===== src/rtl/fetch_stage.sv =====
// IF stage of the 5-stage MIPS core: owns the fetch PC, selects the next PC from
// D-stage branch/jump controls and latches the fetched word into the IF/ID register.
module fetch_stage #(
    parameter logic [31:0] RESET_PC   = 32'h0000_3000,
    parameter int          IMEM_WORDS = 1024
) (
    input  logic        clk_i,
    input  logic        rst_ni,
    input  logic        stall_i,
    input  logic        beq_taken_i,
    input  logic        j_instr_i,
    input  logic        jr_i,
    input  logic [15:0] imm16_d_i,
    input  logic [25:0] imm26_d_i,
    input  logic [31:0] jr_target_i,
    output logic [9:0]  imem_addr_o,
    input  logic [31:0] imem_rdata_i,
    output logic [31:0] pc_f_o,
    output logic [31:0] ir_d_o,
    output logic [31:0] pc_d_o,
    output logic [31:0] pc8_d_o,
    output logic        valid_d_o,
    output logic        fetch_err_o
);

    // Exclusive upper bound of the instruction memory, widened so it cannot wrap.
    localparam logic [32:0] IMEM_END = {1'b0, RESET_PC} + (33'(IMEM_WORDS) << 2);

    logic [31:0] pc_f_q, pc_f_d;
    logic [31:0] ir_d_q, ir_d_d;
    logic [31:0] pc_d_q, pc_d_d;
    logic        valid_d_q, valid_d_d;
    logic [31:0] npc;
    logic [31:0] branch_off;
    logic        fetch_err;

    assign branch_off = {{14{imm16_d_i[15]}}, imm16_d_i, 2'b00};

    always_comb begin
        npc = pc_f_q + 32'd4;
        if (jr_i) begin
            npc = jr_target_i;
        end else if (j_instr_i) begin
            npc = {pc_d_q[31:28], imm26_d_i, 2'b00};
        end else if (beq_taken_i) begin
            npc = pc_d_q + 32'd4 + branch_off;
        end
    end

    assign fetch_err = (pc_f_q[1:0] != 2'b00)
                     | (pc_f_q < RESET_PC)
                     | ({1'b0, pc_f_q} >= IMEM_END);

    assign imem_addr_o = pc_f_q[11:2] - RESET_PC[11:2];

    // A stalled cycle keeps everything; the D-stage redirect is simply re-evaluated later.
    always_comb begin
        pc_f_d    = pc_f_q;
        ir_d_d    = ir_d_q;
        pc_d_d    = pc_d_q;
        valid_d_d = valid_d_q;
        if (!stall_i) begin
            pc_f_d    = npc;
            ir_d_d    = fetch_err ? 32'h0 : imem_rdata_i;
            pc_d_d    = pc_f_q;
            valid_d_d = 1'b1;
        end
    end

    always_ff @(posedge clk_i or negedge rst_ni) begin
        if (!rst_ni) begin
            pc_f_q    <= RESET_PC;
            ir_d_q    <= 32'h0;
            pc_d_q    <= RESET_PC;
            valid_d_q <= 1'b0;
        end else begin
            pc_f_q    <= pc_f_d;
            ir_d_q    <= ir_d_d;
            pc_d_q    <= pc_d_d;
            valid_d_q <= valid_d_d;
        end
    end

    assign pc_f_o      = pc_f_q;
    assign ir_d_o      = ir_d_q;
    assign pc_d_o      = pc_d_q;
    assign pc8_d_o     = pc_d_q + 32'd8;
    assign valid_d_o   = valid_d_q;
    assign fetch_err_o = fetch_err;

endmodule


===== config.mk =====
export PLATFORM = sky130hd
export DESIGN_NAME = fetch_stage
export DESIGN_NICKNAME = d
export VERILOG_FILES = /design/src/rtl/fetch_stage.sv
export SDC_FILE = /design/constraint.sdc
export NUM_CORES = 1
export LEC_CHECK = 0
export CORE_ASPECT_RATIO = 1.75
export CORE_MARGIN = 4
export CORE_UTILIZATION = 40
export CTS_CLUSTER_SIZE = 12
export DETAILED_ROUTE_END_ITERATION = 8
export DONT_BUFFER_PORTS = 1
export RECOVER_POWER = 50
export REMOVE_ABC_BUFFERS = 1
export SLEW_MARGIN = 40
export SYNTH_ARGS = -nofsm -noshare
export SYNTH_HDL_FRONTEND = slang
export SYNTH_SLANG_ARGS = --single-unit

===== constraint.sdc =====
create_clock -name clk_i -period 3.5 [get_ports clk_i]
set_input_delay 0.525 -clock clk_i [delete_from_list [all_inputs] [get_ports clk_i]]
set_output_delay 0.525 -clock clk_i [all_outputs]
set_load 0.01 [all_outputs]

==> impl_results.md <==
* Outcome: finished with violations
* Violated checks: capacitance limit, slew limit
* Later-pin clock latency in the skew report at 0.36 ns
* ANT nets after route at 0
* CTS tree: yes
* Core Rows at 66
* CP arrival at 2.75 ns
* Mapped Cells at 901
* Final core occ at 0.432
* Synth Area in Compound Gates at 0.203
* Final setup vio count at 0
* TritonCTS buffer count at 9
* Critical Path RT at 2.97 ns
* Setup tns final at 0 ns
* Core ar. at 18600 µm²
* Tmin final at 3.27 ns
* Post-synth ARST share at 1.00
* Final Max Slew Viols at 94
* Fin. Hold Viols at 0
* PD cells at 557 nW/µm²
* Post-Synth XOR/XNOR Area at 0.0732
* Multi-input gate area at 4780 µm²
* Post-route DRC at 0
* Via count at 6677
* Top post-synthesis cells by area: dfrtp_1 (31%), ha_1 (10%), nand2_1 (7.0%), xnor2_1 (4.8%), o21ai_0 (4.6%)
* Synth Register Bits at 97
* Final nets at 1049
* Diode count at 0
* Overflow after GRT at 0
* CTS H-Tree Depth at 3
* Max clock buf depth at 2
* Vias/cell at 5.97
* Max Clock Skew at 0.0131 ns
* Fill cells at 1921
* Die area at 21200 µm²
* Ys Warns at 0
* Worst hold path class: in2reg
* GP Congestion at 0.894
* Max_slew headroom at -0.692
* DP HPWL at 19.7 mm
* Synth unique cells at 66
* GR Util All Layers at 0.242
* Slew @ Worst Pin at 2.54 ns
* Simple-Gate Fraction of Synth Area at 0.202
* Lkg Pwr at 3.28 nW
* Critical path type: reg2out
* Vias in the first global route at 6791
* Largest family of logic cells by synthesized area: compound AO/OA/AOI/OAI gates
* RSZ-0062 raised after global routing: no
* Max Fclk at 306 MHz
* Initial antenna violation count at 0
* Maximum vdd ir drop at 0.296 mV
* MaxCap Viol Count at 1
* Top FF cell, synth: dfrtp_1
* Crit Path Max Fanout at 6
* Mapped Area at 7540 µm²
* Crit. End Element: primary output
* Syn avg cell area at 8.36 µm²
* Share of the synthesized area in the top cell type at 0.309
* Share of layout cells above drive strength 1 at 0.0931
* Drt wl/cell at 23.2 µm
* First-pass GRT wire length at 39.9 mm
* Post-synthesis adder-cell area fraction at 0.102
* Drt first pass iters at 4
* Largest net degree at the start of global routing at 156
* Cell area after layout at 8040 µm²
* Final WL at 26.0 mm
* Die X at 112 µm
* Root buffer cell: clkbuf_16
* Sequential share of the synthesized area at 0.323
* Io pins at 252
* DRT iter0 DRCs at 307
* Die height at 190 µm
* Initial core utilization at 0.406
* Post-synth EDFFs at 0
* Area leader, netlist: dfrtp_1
* Sequential Area at 2430 µm²
* Placed inst area at 7720 µm²
* P&R area growth vs syn at 6.62%
* Crit share post-route at 0.935
* Worst-path clk slew at 0.07 ns
* CP Launch Type: flip-flop
* Mux contribution to synthesized area at 0.0526
* I/O Buffers at 0
* Clk sink count at 97
placed cells by master (no fill, tap or decap), drive strengths merged, types with 5 or more instances in the layout:
master  instances
a21oi          59
xnor2          41
nand3          27
nand2b          5
dfrtp          93
a211oi         10
clkbuf         13
nor4           10
ha             60
mux2           29
nor2           54
xor2           22
buf            17
a31oi          12
o22ai          21
a21o            8
or2             5
inv            17
o211ai          9
mux2i           7
nand2         140
o21a            8
nand4          17
o21ai          75
and4            5
and3           18
and2            8
nor3           21
power breakdown:
group / switching (mW) / internal [mW] / leakage (nW)
clock network: 0.484 / 0.576 / 0.145
logic: 1.05 / 0.728 / 1.94
registers: 0.375 / 1.26 / 1.20
total: 1.91 / 2.57 / 3.28
cell type report:
cell class,count,area share
Tap cell,238,0.0371
Timing Repair Buffer,21,0.0187
Multi-Input combinational cell,730,0.595
Inverter,17,0.00794
Sequential cell,97,0.303
Clock buffer,10,0.0297
Clock inverter,6,0.00841
layer usage:
metal | vias to the layer above | GRT usage | share of wire
met5 | - | 0 | 0
met4 | 0 | 0.112 | 0.045
met3 | 54 | 0.0481 | 0.067
met2 | 276 | 0.448 | 0.53
met1 | 3148 | 0.262 | 0.36
li1 | 3199 | - | -
registers in the layout, indices dropped and copies added (netlist names):
register and cells:
pc_f_o 32, ir_d_o 32, valid_d_o 1, pc_d_o 32
cells by family after synthesis:
family	after synthesis
and+or+nand+nor	326
AOI/OAI and AO/OA	244
DFF	97
buffers and inverters	74
xor gates and xnor gates	63
adders and majority gates	61
muxes	36
per-stage QoR:
step,setup WS (ns),hold slack (ns),total power [mW],instances
after floorplan,0.0834,0.229,2.84,844
after global placement,0.256,0.232,3.39,1101
after detailed placement,0.225,0.232,3.42,1101
after CTS,0.0135,0.122,4.52,1119
after global routing,0.0159,0.273,4.76,1119
final,0.229,0.272,4.47,1119
synthesized netlist by cell type (6+ instances only):
| cell type | count |
|---|---|
| a21o_1 | 8 |
| o211ai_1 | 9 |
| nand4_1 | 17 |
| o22ai_1 | 21 |
| mux2_2 | 29 |
| a211oi_1 | 10 |
| nor3_1 | 21 |
| xnor2_1 | 41 |
| nand3_1 | 27 |
| nor2_1 | 54 |
| a31oi_1 | 11 |
| buf_1 | 6 |
| nor4_1 | 10 |
| mux2i_1 | 7 |
| buf_4 | 13 |
| dfrtp_1 | 93 |
| and3_1 | 18 |
| inv_1 | 17 |
| clkbuf_1 | 36 |
| ha_1 | 60 |
| and2_1 | 7 |
| xor2_1 | 22 |
| nand2_1 | 140 |
| o21ai_0 | 70 |
| a21oi_1 | 59 |
| o21a_1 | 8 |
timing repair:
item / in CTS / in global routing
gates resized for setup: 0 / 2
setup buffers: 0 / 0
endpoints found under the setup margin: 0 / 4
hold buffers: 2 / 0
hold endpoints to repair: 93 / 0
critical path: stages (launching register included):
cell	delay, ns
dfrtp_1	0.43
buf_4	0.19
ha_1	0.24
nand3_1	0.17
nor2_2	0.28
and3_1	0.29
nand3_1	0.26
nor2_1	0.25
xor2_1	0.27
path summary, 6_finish.rpt:
kind / startpoint / depth (start not counted) / slack, ns / endpoint
worst min-delay path: stall_i / 1 / 0.27 / ir_d_o[19]
worst max register to register: pc_d_o[3] / 10 / 0.28 / pc_f_o[29]
worst max-delay path: pc_d_o[3] / 8 / 0.23 / pc8_d_o[31]
max in group asynchronous: rst_ni / 1 / 1.09 / ir_d_o[13]
worst min register to register: valid_d_o / 1 / 0.55 / valid_d_o
min in group asynchronous: rst_ni / 1 / 0.73 / pc_f_o[13]
No activity file was read; power rests on OpenSTA's default activity.
